### src/rtl/seg_scan_sched.sv
// rtl/seg_scan_sched.sv - eight-digit seven-segment scan scheduler with blanking and frame snapshot
module seg_scan_sched #(
    parameter int SCAN_DIV  = 200000,
    parameter int BLANK_CYC = 1000
) (
    input  logic        clk,
    input  logic        rst,
    input  logic [31:0] data,
    input  logic [7:0]  digit_mask,
    input  logic [7:0]  dp_mask,
    output logic [7:0]  led_en,
    output logic [7:0]  led_seg,
    output logic        frame_start
);

    localparam int TW = (SCAN_DIV > 1) ? $clog2(SCAN_DIV) : 1;
    localparam logic [TW-1:0] BLANK_LAST = TW'(BLANK_CYC - 1);
    localparam logic [TW-1:0] SLOT_LAST  = TW'(SCAN_DIV - 1);

    typedef enum logic [1:0] {IDLE, BLANK, SHOW} state_t;

    state_t        state, state_n;
    logic [2:0]    idx, idx_n;
    logic [TW-1:0] timer, timer_n;
    logic [31:0]   s_data, s_data_n;
    logic [7:0]    s_mask, s_mask_n;
    logic [7:0]    s_dp, s_dp_n;
    logic [7:0]    en_n, seg_n;
    logic          fs_n;
    logic          take;
    logic          above;
    logic [2:0]    nxt;

    // Segment pattern {g,f,e,d,c,b,a}, active low
    function automatic logic [6:0] decode(input logic [3:0] v);
        case (v)
            4'h0: decode = 7'h40;
            4'h1: decode = 7'h79;
            4'h2: decode = 7'h24;
            4'h3: decode = 7'h30;
            4'h4: decode = 7'h19;
            4'h5: decode = 7'h12;
            4'h6: decode = 7'h02;
            4'h7: decode = 7'h78;
            4'h8: decode = 7'h00;
            4'h9: decode = 7'h10;
            4'hA: decode = 7'h08;
            4'hB: decode = 7'h03;
            4'hC: decode = 7'h46;
            4'hD: decode = 7'h21;
            4'hE: decode = 7'h06;
            default: decode = 7'h0E;
        endcase
    endfunction

    // Index of the lowest set bit; only called with a non-zero mask
    function automatic logic [2:0] lowest_bit(input logic [7:0] m);
        lowest_bit = 3'd0;
        for (int i = 7; i >= 0; i--) begin
            if (m[i]) lowest_bit = 3'(i);
        end
    endfunction

    // Next-state, snapshot capture and registered-output values
    always_comb begin
        state_n  = state;
        idx_n    = idx;
        timer_n  = timer;
        s_data_n = s_data;
        s_mask_n = s_mask;
        s_dp_n   = s_dp;
        fs_n     = 1'b0;
        take     = 1'b0;
        above    = 1'b0;
        nxt      = 3'd0;
        en_n     = 8'hFF;
        seg_n    = 8'hFF;

        // Next participating digit strictly above idx; none means the frame wraps
        for (int i = 7; i >= 0; i--) begin
            if (s_mask[i] && (3'(i) > idx)) begin
                above = 1'b1;
                nxt   = 3'(i);
            end
        end

        case (state)
            IDLE: begin
                timer_n = '0;
                if (digit_mask != 8'h00) take = 1'b1;
            end
            BLANK: begin
                timer_n = timer + TW'(1);
                if (timer == BLANK_LAST) state_n = SHOW;
            end
            SHOW: begin
                if (timer == SLOT_LAST) begin
                    timer_n = '0;
                    if (above) begin
                        idx_n   = nxt;
                        state_n = BLANK;
                    end else if (digit_mask != 8'h00) begin
                        take = 1'b1;
                    end else begin
                        state_n = IDLE;
                    end
                end else begin
                    timer_n = timer + TW'(1);
                end
            end
            default: begin
                state_n = IDLE;
                timer_n = '0;
            end
        endcase

        if (take) begin
            s_data_n = data;
            s_mask_n = digit_mask;
            s_dp_n   = dp_mask;
            idx_n    = lowest_bit(digit_mask);
            timer_n  = '0;
            state_n  = BLANK;
            fs_n     = 1'b1;
        end

        if (state_n == SHOW) begin
            en_n  = ~(8'd1 << idx_n);
            seg_n = {~s_dp_n[idx_n], decode(s_data_n[{idx_n, 2'b00} +: 4])};
        end
    end

    // State, snapshot and output registers; reset darkens the display at once
    always_ff @(posedge clk or posedge rst) begin
        if (rst) begin
            state       <= IDLE;
            idx         <= 3'd0;
            timer       <= '0;
            s_data      <= 32'h0;
            s_mask      <= 8'h00;
            s_dp        <= 8'h00;
            led_en      <= 8'hFF;
            led_seg     <= 8'hFF;
            frame_start <= 1'b0;
        end else begin
            state       <= state_n;
            idx         <= idx_n;
            timer       <= timer_n;
            s_data      <= s_data_n;
            s_mask      <= s_mask_n;
            s_dp        <= s_dp_n;
            led_en      <= en_n;
            led_seg     <= seg_n;
            frame_start <= fs_n;
        end
    end

endmodule
### config.mk
export PLATFORM = sky130hd
export DESIGN_NAME = seg_scan_sched
export DESIGN_NICKNAME = d
export VERILOG_FILES = /design/src/rtl/seg_scan_sched.sv
export SDC_FILE = /design/constraint.sdc
export NUM_CORES = 1
export LEC_CHECK = 0
export CAP_MARGIN = 0
export CORE_UTILIZATION = 30
export DETAILED_ROUTE_END_ITERATION = 6
export GPL_TIMING_DRIVEN = 0
export RECOVER_POWER = 25
export SLEW_MARGIN = 20
export SYNTH_ARGS = -nofsm -noshare
export SYNTH_HDL_FRONTEND = slang
export SYNTH_SLANG_ARGS = --single-unit
### constraint.sdc
create_clock -name clk -period 11.2 [get_ports clk]
set_input_delay 1.68 -clock clk [delete_from_list [all_inputs] [get_ports clk]]
set_output_delay 1.68 -clock clk [all_outputs]
set_load 0.01 [all_outputs]
==> results.ini <==
[timing]
timing_hold_violations_final = 0
fin_crit_sh_pct = 53.1
rsz_0062_raised_after_global_routing = false
timing.max_slew.rel_slack_pct = -87.8
timing_max_transition_violations_final = 90
layout_setup_ws_ps = 5250
layout_min_cycle_time_ps = 5950
max_freq_ghz = 0.168
final.setup.tns_ps = 0
worst_clock_skew_ps = 7.62
worst_pin_slew_ps = 2820
setup-violations-final = 0

[die]
width_of_the_die_um = 125
core.rowCount = 44
boundaryPins = 67
floorplan.initialDensity_pct = 31.0
die-height_um = 125
design.core.area_mm2 = 0.0147
fp.dieArea_mm2 = 0.0157

[cells_and_area]
fillers = 1413
most-common-layout-cells = 71 x sky130_fd_sc_hd__dfrtp_1, 67 x sky130_fd_sc_hd__nand2_1, 65 x sky130_fd_sc_hd__clkdlybuf4s50_1, 46 x sky130_fd_sc_hd__nor2_1, 20 x sky130_fd_sc_hd__mux2_2
fin_cells = 706
nets = 578
syn2layout_area_growth_pct = 25.9
final_layout_size_suffix_gt1_share_pct = 17.4
post-route-util_pct = 39.0
mostFrequentLayoutCell = sky130_fd_sc_hd__dfrtp_1
antenna-diode-count = 0

[setup_path]
worstSetupPathType = input port to flip-flop
critPathTopFamily = simple AND/OR/NAND/NOR gates
timing.critical_path.from_type = input port
timing.critical_path.fanout_max = 10
crit-reg2reg-launch = idx[2]
critical_path.endpoint_type = flip-flop
cpPeakStageDelay_ps = 620
setup.worst_path.start = digit_mask[4]
cp_cell_sequence = clkdlybuf4s50_1, nor4_1, nand2_1, nand2_8, inv_4, o32ai_4, buf_2, mux4_2, mux2_2, ha_1, inv_1, nand3_1, a2111oi_0, a41o_1, nor3_1
critical_path_buf_inv_count = 4
critPathArrivalTime_ps = 6220
critical_path.slowest_cell = sky130_fd_sc_hd__nor4_1
worstPathRequired_ps = 11470

[clock_tree]
clock_tree.htree_level_count = 3
ctsLongestPathBuffers = 2
tritoncts = done
clock_sink_count = 87
cts-root-buf = sky130_fd_sc_hd__clkbuf_16
cts.reportedPaths.clkPinSlew_ps = 60
numCtsBuffers = 9
worstSkewPairLatency_ps = 350
post_cts_resized = 0
post_cts.repair.setup_buffers = 0
cts-hold-fix-buffers = 0

[pwr]
power_leakage_uw = 0.00245
fin_total_pwr_uw = 1450
pwr_density_cell_mw_per_mm2 = 253
irDropWorstVdd_uv = 98.0

[synthesis]
syn_avg_cell_area_um2 = 10.4
ys_warn_count = 0
synth_edf_count = 0
ys_seq_elements = 87
syn-cell-area_mm2 = 0.00455
async_reset_ff_share_pct = 100
dominantRegCellSynth = sky130_fd_sc_hd__dfrtp_1
synthCells = 439
synthDistinctLibCells = 65
synth.net_count = 500
synth_sequential_area_ratio_pct = 48.2

[routing]
drt_wl_total_um = 11000
antenna_left = 0
detailroute.via_count = 3496
first_pass_iters = 7
vias_per_cell = 4.95
drt_iter0_markers = 270
wl_per_cell_um = 15.6
route.detailed.drc = 8

[placement]
place_worst_setup_slack_ps = 5030
portBuffers = 66
dp_hpwl_um = 8030
gp_congestion = 0.800
dp.cells = 690

[global_route]
grt_max_degree = 53
grt_pass1_wl_um = 18200
grt_util_all_layers_pct = 15.0
globalRouteMet2Util_pct = 24.0
first_global_vias = 3553
gr_ovfl_total = 0
grt.busiest_layer = met2
grt.met3_usage_pct = 4.96
met1_global_route_usage_pct = 19.2
antenna_violations_before_repair = 0

[run]
count_of_maximum_capacitance_violations = 2

[min_path]
timing.hold.worst.start = s_dp[6]
worstHoldPathType = flip-flop to flip-flop

[run_status]
status = complete, but fails checks
failed_checks = design-rule violations, max-capacitance violations, max-slew violations

[worst min-delay path, cell delays in order (launching register included)]
cell	delay [ps]
sky130_fd_sc_hd__dfrtp_1	320
sky130_fd_sc_hd__nand2_1	40
sky130_fd_sc_hd__nand2_1	70
[cell type report]
cell class | instances | area, um^2 | share of cell area (%)
plain buffers | 16 | 113 | 1.96
clock buffers | 12 | 236 | 4.12
clock inverters | 4 | 48.8 | 0.851
inverters | 21 | 82.6 | 1.44
multi-input cells | 315 | 2160 | 37.7
flip-flops and latches | 87 | 2200 | 38.3
well taps | 184 | 230 | 4.01
repair buffers | 67 | 664 | 11.6
[flip-flops by register name, summed over array words and instances (netlist names), 2 cells and up]
signal and count:
led_seg 8, timer 18, s_data 32, idx 3, s_dp 8, led_en 8, state 2, s_mask 7
[power by group]
| part | internal [uW] | leakage [uW] | switching (uW) |
|---|---|---|---|
| Combinational | 304 | 0.00125 | 400 |
| Sequential | 411 | 0.00105 | 40.3 |
| Clock | 173 | 0.000141 | 123 |
[kinds of logic after synthesis]
family	synth area share [%]
flip-flops	48.2
buffers and inverters	4.26
XOR/XNOR	3.08
adder cells (fa/ha/maj)	3.02
AND/OR/NAND/NOR	19.7
AO/OA/AOI/OAI	10.1
multiplexers	11.6
[synthesized netlist by cell type, types with 2 or more instances]
| cell type | number | share of area (%) |
|---|---|---|
| sky130_fd_sc_hd__dfrtp_1 | 71 | 39 |
| sky130_fd_sc_hd__nand2_1 | 67 | 5.5 |
| sky130_fd_sc_hd__nor2_1 | 46 | 3.8 |
| sky130_fd_sc_hd__mux2_2 | 20 | 4.9 |
| sky130_fd_sc_hd__inv_1 | 17 | 1.4 |
| sky130_fd_sc_hd__dfstp_2 | 16 | 9.2 |
| sky130_fd_sc_hd__nand3_1 | 16 | 1.8 |
| sky130_fd_sc_hd__nor3_1 | 16 | 1.8 |
| sky130_fd_sc_hd__a21oi_1 | 14 | 1.5 |
| sky130_fd_sc_hd__ha_1 | 11 | 3.0 |
| sky130_fd_sc_hd__xor2_1 | 11 | 2.1 |
| sky130_fd_sc_hd__o21ai_0 | 10 | 1.1 |
| sky130_fd_sc_hd__mux2i_1 | 8 | 1.8 |
| sky130_fd_sc_hd__buf_2 | 6 | 0.66 |
| sky130_fd_sc_hd__buf_6 | 6 | 1.5 |
| sky130_fd_sc_hd__nand2b_1 | 6 | 0.82 |
| sky130_fd_sc_hd__nor4_1 | 6 | 0.82 |
| sky130_fd_sc_hd__mux2_4 | 5 | 1.6 |
| sky130_fd_sc_hd__mux4_2 | 5 | 2.5 |
| sky130_fd_sc_hd__nand4_1 | 5 | 0.69 |
| sky130_fd_sc_hd__xnor2_1 | 5 | 0.96 |
| sky130_fd_sc_hd__a221o_1 | 4 | 0.88 |
| sky130_fd_sc_hd__a31oi_1 | 4 | 0.55 |
| sky130_fd_sc_hd__and3_1 | 4 | 0.55 |
| sky130_fd_sc_hd__o211ai_1 | 4 | 0.66 |
| sky130_fd_sc_hd__a21o_1 | 3 | 0.49 |
| sky130_fd_sc_hd__clkbuf_1 | 3 | 0.25 |
| sky130_fd_sc_hd__mux2_1 | 3 | 0.74 |
| sky130_fd_sc_hd__a2111oi_0 | 2 | 0.38 |
| sky130_fd_sc_hd__a21oi_2 | 2 | 0.38 |
| sky130_fd_sc_hd__a32oi_1 | 2 | 0.38 |
| sky130_fd_sc_hd__and2_1 | 2 | 0.27 |
| sky130_fd_sc_hd__inv_2 | 2 | 0.16 |
| sky130_fd_sc_hd__nor3_2 | 2 | 0.44 |
| sky130_fd_sc_hd__nor4_2 | 2 | 0.55 |
| sky130_fd_sc_hd__o21ai_1 | 2 | 0.22 |
| sky130_fd_sc_hd__o21bai_1 | 2 | 0.33 |
| sky130_fd_sc_hd__or3_1 | 2 | 0.27 |
[final timing paths]
check	end	slack, ps	cells after the start
max	led_seg[0]	5250	15
min	s_dp[6]	480	2
max reg2reg	led_seg[0]	6580	15
min reg2reg	s_dp[6]	480	2
max in group asynchronous	idx[1]	5820	3
min in group asynchronous	timer[5]	2140	2
[through the flow]
stage,instance area [um^2],hold WS [ps]
2_1_floorplan,4550,440
3_3_place_gp,5450,457
3_5_place_dp,5480,464
4_1_cts,5760,480
5_1_grt,5740,502
6_report,5740,475
[layer usage]
layer	part of all wire, %	up-vias	wire (um)
met1	47	1738	5190
li1	-	1685	-
met5	0	-	0
met3	4.3	11	472
met2	47	62	5210
met4	1.3	0	146
(Power assumes the default switching activity.)
